--- config.mk ---
export PLATFORM = sky130hd
export DESIGN_NAME = risc_control_unit_flat
export DESIGN_NICKNAME = d
export VERILOG_FILES = /design/src/rtl/risc_control_unit_if.sv /design/src/rtl/risc_control_unit.sv /design/src/flat_wrapper.sv
export SDC_FILE = /design/constraint.sdc
export NUM_CORES = 1
export LEC_CHECK = 0
export BUFFER_PORTS_ARGS = -buffer_cell sky130_fd_sc_hd__buf_2
export CAP_MARGIN = 30
export CORE_MARGIN = 2
export CORE_UTILIZATION = 40
export DETAILED_ROUTE_END_ITERATION = 8
export HOLD_SLACK_MARGIN = 0.12
export PLACE_DENSITY = 0.7
export SYNTH_ARGS = -nofsm -noshare
export SYNTH_HDL_FRONTEND = slang
export SYNTH_SLANG_ARGS = --single-unit
--- constraint.sdc ---
create_clock -name clk -period 2.6 [get_ports clk]
set_input_delay 0.13 -clock clk [delete_from_list [all_inputs] [get_ports clk]]
set_output_delay 0.13 -clock clk [all_outputs]
set_load 0.02 [all_outputs]
--- src/rtl/risc_control_unit_if.sv ---
// ---------------------------------------------------------------------------
// risc_control_unit_if
// Bundle between the instruction-sequencing control unit and the RISC SPM
// datapath.
//   master : control-unit side. Reads instruction/zero and drives every
//            strobe and select.
//   slave  : datapath side. Drives instruction (IR contents) and zero
//            (Reg_Z), and reads the strobes and selects.
// Signals:
//   instruction [WORD_W]  IR contents
//   zero                  registered ALU zero flag (Reg_Z)
//   alu_sel     [4]       ALU opcode: 0 NOP, 1 ADD, 2 SUB, 3 AND, 4 NOT
//   sel_bus_1   [3]       Bus_1 source: 0..3 = R0..R3, 4 = PC
//   sel_bus_2   [2]       Bus_2 source: 0 = ALU_out, 1 = Bus_1, 2 = memory
//   load_r      [4]       one-hot load strobe for R0..R3
//   load_pc, inc_pc, load_ir, load_add_r, load_reg_y, load_reg_z, write
//   halted                high while the sequencer is halted
// ---------------------------------------------------------------------------
interface risc_control_unit_if #(
  parameter int WORD_W = 8
);
  logic [WORD_W-1:0] instruction;
  logic              zero;
  logic [3:0]        alu_sel;
  logic [2:0]        sel_bus_1;
  logic [1:0]        sel_bus_2;
  logic [3:0]        load_r;
  logic              load_pc;
  logic              inc_pc;
  logic              load_ir;
  logic              load_add_r;
  logic              load_reg_y;
  logic              load_reg_z;
  logic              write;
  logic              halted;

  modport master (
    input  instruction, zero,
    output alu_sel, sel_bus_1, sel_bus_2, load_r, load_pc, inc_pc,
           load_ir, load_add_r, load_reg_y, load_reg_z, write, halted
  );

  modport slave (
    output instruction, zero,
    input  alu_sel, sel_bus_1, sel_bus_2, load_r, load_pc, inc_pc,
           load_ir, load_add_r, load_reg_y, load_reg_z, write, halted
  );
endinterface

--- src/rtl/risc_control_unit.sv ---
// ---------------------------------------------------------------------------
// risc_control_unit
// Instruction-sequencing FSM for the 8-bit RISC SPM datapath. Fetches,
// decodes and executes one instruction at a time. All outputs are
// combinational from the state register and the current IR contents.
// Ports:
//   clk   rising-edge clock
//   rst   asynchronous reset, active-high (state -> S_IDLE, strobes drop
//         immediately because outputs decode from the state)
//   bus   risc_control_unit_if.master: instruction/zero in, strobes out
// Parameters:
//   WORD_W           IR width, opcode in the top nibble (>= 8)
//   HALT_ON_ILLEGAL  1: opcodes 9..15 halt the sequencer, 0: act as NOP
// ---------------------------------------------------------------------------
module risc_control_unit #(
  parameter int WORD_W          = 8,
  parameter bit HALT_ON_ILLEGAL = 1'b1
) (
  input  logic                clk,
  input  logic                rst,
  risc_control_unit_if.master bus
);

  // State encoding
  localparam logic [3:0] S_IDLE = 4'd0;
  localparam logic [3:0] S_FET1 = 4'd1;
  localparam logic [3:0] S_FET2 = 4'd2;
  localparam logic [3:0] S_DEC  = 4'd3;
  localparam logic [3:0] S_EX1  = 4'd4;
  localparam logic [3:0] S_RD1  = 4'd5;
  localparam logic [3:0] S_RD2  = 4'd6;
  localparam logic [3:0] S_WR1  = 4'd7;
  localparam logic [3:0] S_WR2  = 4'd8;
  localparam logic [3:0] S_BR1  = 4'd9;
  localparam logic [3:0] S_BR2  = 4'd10;
  localparam logic [3:0] S_HALT = 4'd11;

  // Opcodes
  localparam logic [3:0] OP_NOP = 4'd0;
  localparam logic [3:0] OP_ADD = 4'd1;
  localparam logic [3:0] OP_SUB = 4'd2;
  localparam logic [3:0] OP_AND = 4'd3;
  localparam logic [3:0] OP_NOT = 4'd4;
  localparam logic [3:0] OP_RD  = 4'd5;
  localparam logic [3:0] OP_WR  = 4'd6;
  localparam logic [3:0] OP_BR  = 4'd7;
  localparam logic [3:0] OP_BRZ = 4'd8;

  // Bus select codes
  localparam logic [2:0] B1_PC  = 3'd4;
  localparam logic [1:0] B2_ALU = 2'd0;
  localparam logic [1:0] B2_B1  = 2'd1;
  localparam logic [1:0] B2_MEM = 2'd2;

  localparam logic [3:0] ALU_NOT = 4'd4;

  logic [3:0] state_q, state_d;

  logic [3:0] opcode;
  logic [1:0] src;
  logic [1:0] dest;
  logic [3:0] dest_oh;

  logic [3:0] alu_sel;
  logic [2:0] sel_bus_1;
  logic [1:0] sel_bus_2;
  logic [3:0] load_r;
  logic       load_pc;
  logic       inc_pc;
  logic       load_ir;
  logic       load_add_r;
  logic       load_reg_y;
  logic       load_reg_z;
  logic       write;
  logic       halted;

  assign opcode  = bus.instruction[WORD_W-1 -: 4];
  assign src     = bus.instruction[3:2];
  assign dest    = bus.instruction[1:0];
  assign dest_oh = 4'b0001 << dest;

  always_ff @(posedge clk or posedge rst) begin
    if (rst) begin
      state_q <= S_IDLE;
    end else begin
      state_q <= state_d;
    end
  end

  always_comb begin
    state_d    = state_q;
    alu_sel    = 4'd0;
    sel_bus_1  = 3'd0;
    sel_bus_2  = B2_ALU;
    load_r     = 4'b0000;
    load_pc    = 1'b0;
    inc_pc     = 1'b0;
    load_ir    = 1'b0;
    load_add_r = 1'b0;
    load_reg_y = 1'b0;
    load_reg_z = 1'b0;
    write      = 1'b0;
    halted     = 1'b0;

    case (state_q)
      S_IDLE: begin
        state_d = S_FET1;
      end

      // Address register <= PC
      S_FET1: begin
        sel_bus_1  = B1_PC;
        sel_bus_2  = B2_B1;
        load_add_r = 1'b1;
        state_d    = S_FET2;
      end

      // IR <= mem[Add_R], PC advances past the instruction word
      S_FET2: begin
        sel_bus_2 = B2_MEM;
        load_ir   = 1'b1;
        inc_pc    = 1'b1;
        state_d   = S_DEC;
      end

      S_DEC: begin
        case (opcode)
          OP_NOP: begin
            state_d = S_FET1;
          end
          OP_ADD, OP_SUB, OP_AND: begin
            // First operand parks in Reg_Y; second is applied in S_EX1
            sel_bus_1  = {1'b0, src};
            sel_bus_2  = B2_B1;
            load_reg_y = 1'b1;
            state_d    = S_EX1;
          end
          OP_NOT: begin
            // Unary op completes in one cycle straight from Bus_1
            sel_bus_1  = {1'b0, src};
            sel_bus_2  = B2_ALU;
            alu_sel    = ALU_NOT;
            load_r     = dest_oh;
            load_reg_z = 1'b1;
            state_d    = S_FET1;
          end
          OP_RD, OP_WR, OP_BR: begin
            // Point Add_R at the operand/address word following the opcode
            sel_bus_1  = B1_PC;
            sel_bus_2  = B2_B1;
            load_add_r = 1'b1;
            state_d    = (opcode == OP_RD) ? S_RD1 :
                         (opcode == OP_WR) ? S_WR1 : S_BR1;
          end
          OP_BRZ: begin
            if (bus.zero) begin
              sel_bus_1  = B1_PC;
              sel_bus_2  = B2_B1;
              load_add_r = 1'b1;
              state_d    = S_BR1;
            end else begin
              // Not taken: step PC over the unused address word
              inc_pc  = 1'b1;
              state_d = S_FET1;
            end
          end
          default: begin
            state_d = HALT_ON_ILLEGAL ? S_HALT : S_FET1;
          end
        endcase
      end

      // Second operand from dest; the ALU opcode equals the instruction opcode
      S_EX1: begin
        sel_bus_1  = {1'b0, dest};
        sel_bus_2  = B2_ALU;
        alu_sel    = opcode;
        load_r     = dest_oh;
        load_reg_z = 1'b1;
        state_d    = S_FET1;
      end

      // Add_R <= address word, PC past it
      S_RD1: begin
        sel_bus_2  = B2_MEM;
        load_add_r = 1'b1;
        inc_pc     = 1'b1;
        state_d    = S_RD2;
      end

      S_RD2: begin
        sel_bus_2 = B2_MEM;
        load_r    = dest_oh;
        state_d   = S_FET1;
      end

      S_WR1: begin
        sel_bus_2  = B2_MEM;
        load_add_r = 1'b1;
        inc_pc     = 1'b1;
        state_d    = S_WR2;
      end

      S_WR2: begin
        sel_bus_1 = {1'b0, src};
        write     = 1'b1;
        state_d   = S_FET1;
      end

      // Add_R <= address word; no inc_pc since PC is reloaded next cycle
      S_BR1: begin
        sel_bus_2  = B2_MEM;
        load_add_r = 1'b1;
        state_d    = S_BR2;
      end

      S_BR2: begin
        sel_bus_2 = B2_MEM;
        load_pc   = 1'b1;
        state_d   = S_FET1;
      end

      // Sticky until reset
      S_HALT: begin
        halted  = 1'b1;
        state_d = S_HALT;
      end

      default: begin
        state_d = S_IDLE;
      end
    endcase
  end

  assign bus.alu_sel    = alu_sel;
  assign bus.sel_bus_1  = sel_bus_1;
  assign bus.sel_bus_2  = sel_bus_2;
  assign bus.load_r     = load_r;
  assign bus.load_pc    = load_pc;
  assign bus.inc_pc     = inc_pc;
  assign bus.load_ir    = load_ir;
  assign bus.load_add_r = load_add_r;
  assign bus.load_reg_y = load_reg_y;
  assign bus.load_reg_z = load_reg_z;
  assign bus.write      = write;
  assign bus.halted     = halted;

endmodule

--- src/flat_wrapper.sv ---
// flat-port wrapper written by rule: the top's interface ports become plain ports
module risc_control_unit_flat 
#(
  parameter int WORD_W          = 8,
  parameter bit HALT_ON_ILLEGAL = 1'b1
)
  (clk, rst, bus_instruction, bus_zero, bus_alu_sel, bus_sel_bus_1, bus_sel_bus_2, bus_load_r, bus_load_pc, bus_inc_pc, bus_load_ir, bus_load_add_r, bus_load_reg_y, bus_load_reg_z, bus_write, bus_halted);
  risc_control_unit_if #(.WORD_W(WORD_W)) bus_i ();
  input  logic clk;
  input  logic rst;
  input wire logic [$bits(bus_i.instruction)-1:0] bus_instruction;
  input wire logic [$bits(bus_i.zero)-1:0] bus_zero;
  output wire logic [$bits(bus_i.alu_sel)-1:0] bus_alu_sel;
  output wire logic [$bits(bus_i.sel_bus_1)-1:0] bus_sel_bus_1;
  output wire logic [$bits(bus_i.sel_bus_2)-1:0] bus_sel_bus_2;
  output wire logic [$bits(bus_i.load_r)-1:0] bus_load_r;
  output wire logic [$bits(bus_i.load_pc)-1:0] bus_load_pc;
  output wire logic [$bits(bus_i.inc_pc)-1:0] bus_inc_pc;
  output wire logic [$bits(bus_i.load_ir)-1:0] bus_load_ir;
  output wire logic [$bits(bus_i.load_add_r)-1:0] bus_load_add_r;
  output wire logic [$bits(bus_i.load_reg_y)-1:0] bus_load_reg_y;
  output wire logic [$bits(bus_i.load_reg_z)-1:0] bus_load_reg_z;
  output wire logic [$bits(bus_i.write)-1:0] bus_write;
  output wire logic [$bits(bus_i.halted)-1:0] bus_halted;
  assign bus_i.instruction = bus_instruction;
  assign bus_i.zero = bus_zero;
  assign bus_alu_sel = bus_i.alu_sel;
  assign bus_sel_bus_1 = bus_i.sel_bus_1;
  assign bus_sel_bus_2 = bus_i.sel_bus_2;
  assign bus_load_r = bus_i.load_r;
  assign bus_load_pc = bus_i.load_pc;
  assign bus_inc_pc = bus_i.inc_pc;
  assign bus_load_ir = bus_i.load_ir;
  assign bus_load_add_r = bus_i.load_add_r;
  assign bus_load_reg_y = bus_i.load_reg_y;
  assign bus_load_reg_z = bus_i.load_reg_z;
  assign bus_write = bus_i.write;
  assign bus_halted = bus_i.halted;
  risc_control_unit #(.WORD_W(WORD_W), .HALT_ON_ILLEGAL(HALT_ON_ILLEGAL)) u_core (.clk(clk), .rst(rst), .bus(bus_i));
endmodule
==> impl_metrics.yaml <==
clock_tree:
  ctsRootBufferMaster: "clkbuf_4"
  cts_inserted_buffers: 3
  clk_transition_reported_paths_ps: 40
  clkLatencyLatePin_ps: 240
  cts_resized: 0
  cts_tree: "done"
  cts.path.max_buffers: 2
  htreeDepth: 1
  clkSinkCount: 4
critical_path:
  path_depth: 4
  worst_setup_path_start_kind: "register"
  worst_r2r_endpoint: "u_core.state_q[1]"
  timing.critical_path.arrival_ps: 1710
  critical_path.slowest_cell: "dfrtp_1"
  critPathKind: "reg -> out"
  depth_of_the_worst_register_to_register_path: 3
  critPathMaxFanout: 18
  timing.rr.start: "u_core.state_q[3]"
  cp.required_ps: 2470
  critical_path_cell_by_cell: "nor2_1 > and2_1 > o21a_1 > buf_2"
  rrSetupSlack_ps: 1340
  worstSetupEndpointType: "output pin"
  worst_path_largest_cell_delay_ps: 540
  cp_num_buf_inv: 1
  path_delay_family: "simple AND/OR/NAND/NOR gates"
timing:
  finalHoldWorstSlack_ps: 309
  rsz0062_at_grt: "no"
  fin_setup_tns_ps: 0
  fmax_mhz: 542
  worst_slew_margin_rel_pct: 68.1
  fin_skew_ps: 2.41
  max_slew.worst_pin.slew_ps: 479
  final-setup-viol-count: 0
  fin_crit_ps: 1840
  final.period_utilization_pct: 70.9
  slew_viol_final: 0
  final_hold_viol_count: 0
synthesis:
  postSynthNetCount: 98
  synth_edf_count: 0
  ys_async_rst_share_pct: 100
  ys.warnings.count: 0
  synth_area_per_cell_um2: 7.90
  ys_seq_area_share_pct: 14.6
  synth.ff_latch_count: 4
  netlist_area_um2: 687
  synthCells: 87
  synth-main-ff-cell: "dfrtp_1"
  netlist-cell-type-count: 42
die:
  die_w_um: 45.4
  dieArea_um2: 2060
  placement_rows: 14
  floorplan.core_area_um2: 1560
  initial_utilization_pct: 44.1
  fp.dieH_um: 45.4
  pin_count: 32
finish:
  area_growth_pct: 20.2
  final.fill_count: 154
  largest_register_ff_count: 4
  diodes: 0
  nNetsFinal: 126
  final_cells: 129
  biggest_regs: "u_core.state_q: 4 flops"
  registers.top_by_ff_count: "u_core.state_q"
  final_layout_size_suffix_gt1_share_pct: 38.9
global_routing:
  grt_pass1_wl_mm: 2.48
  globalRouteOverflowTotal: 0
  grt_max_degree: 19
  first_global_vias: 586
  grt_antenna_before_repair: 0
  grt.total_usage_pct: 16.2
flow_run:
  drv_cap: 0
place:
  globalplace.congestion: 0.817
  port_buffers: 31
  numPlacedInstances: 125
  place_hpwl_mm: 1.21
status:
  status: "finished, final reports clean"
power:
  power_leakage_uw: 0.000413
  reported_net_switching_power_uw: 435
  power.density_nw_per_um2: 956
  clock_power_share_pct: 10.0
  worst_ir_drop_vdd_v: 0.000534
  p_sw_share_pct: 55.1
  pwr-share-comb_pct: 65.7
  power.share.sequential_pct: 24.3
  internal-power_uw: 354
drt:
  initialDrtViolationCount: 20
  detail_route.first_pass.iterations: 4
  drt-wirelength-per-cell_um: 12.7
  drc: 0
  detail-route-antenna-nets: 0
  drt-vias-per-instance: 5.77
  totalWireLength_mm: 1.63
  via_count: 744
worst_hold_path:
  hold_path.class: "in -> async"
## layout by cell type, fill, tap and decap left out, types with 2 or more instances in the layout
cell       n
o21a_1     2
nor3_1     3
inv_1      2
and2_1     2
and4b_1    2
clkbuf_4   3
nand2b_1   3
o21ai_0    2
a32o_1     2
nor3b_1    2
nand2_1    6
nor2b_1    3
a22o_1     2
nor2_1     6
buf_2     31
and3_1     7
and2b_1    2
a31oi_1    3
dfrtp_1    4
a21oi_1    4
## kinds of logic (layout without fill, tap and decap cells)
logic type	count (synthesis)	count (layout)	share of synthesized area (%)
AOI/OAI and AO/OA	24	24	27.9
buffers and inverters	12	38	11.7
xor gates and xnor gates	1	1	1.28
DFF	4	4	14.6
and+or+nand+nor	46	46	44.6
## synth_stat cells, types with 2 or more instances
cell type	number	area (µm²)
and3_1	7	43.8
nand2_1	6	22.5
nor2_1	6	22.5
a21oi_1	4	20.0
buf_2	4	20.0
dfrtp_1	4	100
a31oi_1	3	18.8
buf_6	3	33.8
nand2b_1	3	18.8
nor2b_1	3	18.8
nor3_1	3	15.0
a22o_1	2	17.5
a32o_1	2	20.0
and2_1	2	12.5
and2b_1	2	15.0
and4b_1	2	20.0
buf_4	2	15.0
inv_1	2	7.51
nor3b_1	2	15.0
o21a_1	2	15.0
o21ai_0	2	10.0
## final cells by class
type | count | area (µm²) | area share (%)
timing repair buffer | 32 | 165 | 20.0
sequential | 4 | 100 | 12.1
inverter | 3 | 11.3 | 1.36
clock buffer | 3 | 22.5 | 2.73
tap | 16 | 20.0 | 2.42
multi-input combinational | 71 | 507 | 61.4
## how the worst max path moves through the flow
stage / from / endpoint / slack (ps)
4_1_cts: u_core.state_q[1] / bus_alu_sel[2] / 760
6_report: u_core.state_q[1] / bus_alu_sel[2] / 760
3_5_place_dp: u_core.state_q[1] / bus_alu_sel[2] / 1020
5_1_grt: u_core.state_q[1] / bus_load_r[2] / 640
3_3_place_gp: u_core.state_q[1] / bus_alu_sel[2] / 1020
2_1_floorplan: u_core.state_q[3] / bus_load_r[1] / 1110
## timing repair
action                                 CTS  global route
buffers inserted                         0             0
hold buffers                             1             0
endpoints found under the hold margin    4             0
## layer usage
metal	routed length (µm)	share of wire [%]	up-vias	global-route usage [%]
met4	14	0.86	0	7.65
li1	-	-	375	-
met3	103	6.3	3	2.78
met2	767	47	28	25.9
met1	747	46	338	20.8
met5	0	0	-	0
## power groups by stage
stage	Clock (µW)	Sequential [µW]	Combinational, µW
2_1_floorplan	0	114	487
3_3_place_gp	0	189	512
3_5_place_dp	0	191	518
4_1_cts	78.4	189	522
5_1_grt	86.7	205	564
6_report	78.8	192	519
## tightest hold or removal path: stages
cell and delay, ps:
dlygate4sd3_1 530, buf_2 120, inv_1 110
## metrics by stage
step | util, % | worst slack [ps] | cell area, µm² | power (µW)
5_1_grt | 53.0 | 642 | 826 | 855
2_1_floorplan | - | 1110 | 687 | 601
3_3_place_gp | 50.9 | 1020 | 793 | 701
4_1_cts | 53.0 | 764 | 826 | 790
6_report | 53.0 | 757 | 826 | 790
3_5_place_dp | 50.9 | 1020 | 793 | 709
No activity file was read; power rests on OpenSTA's default activity.
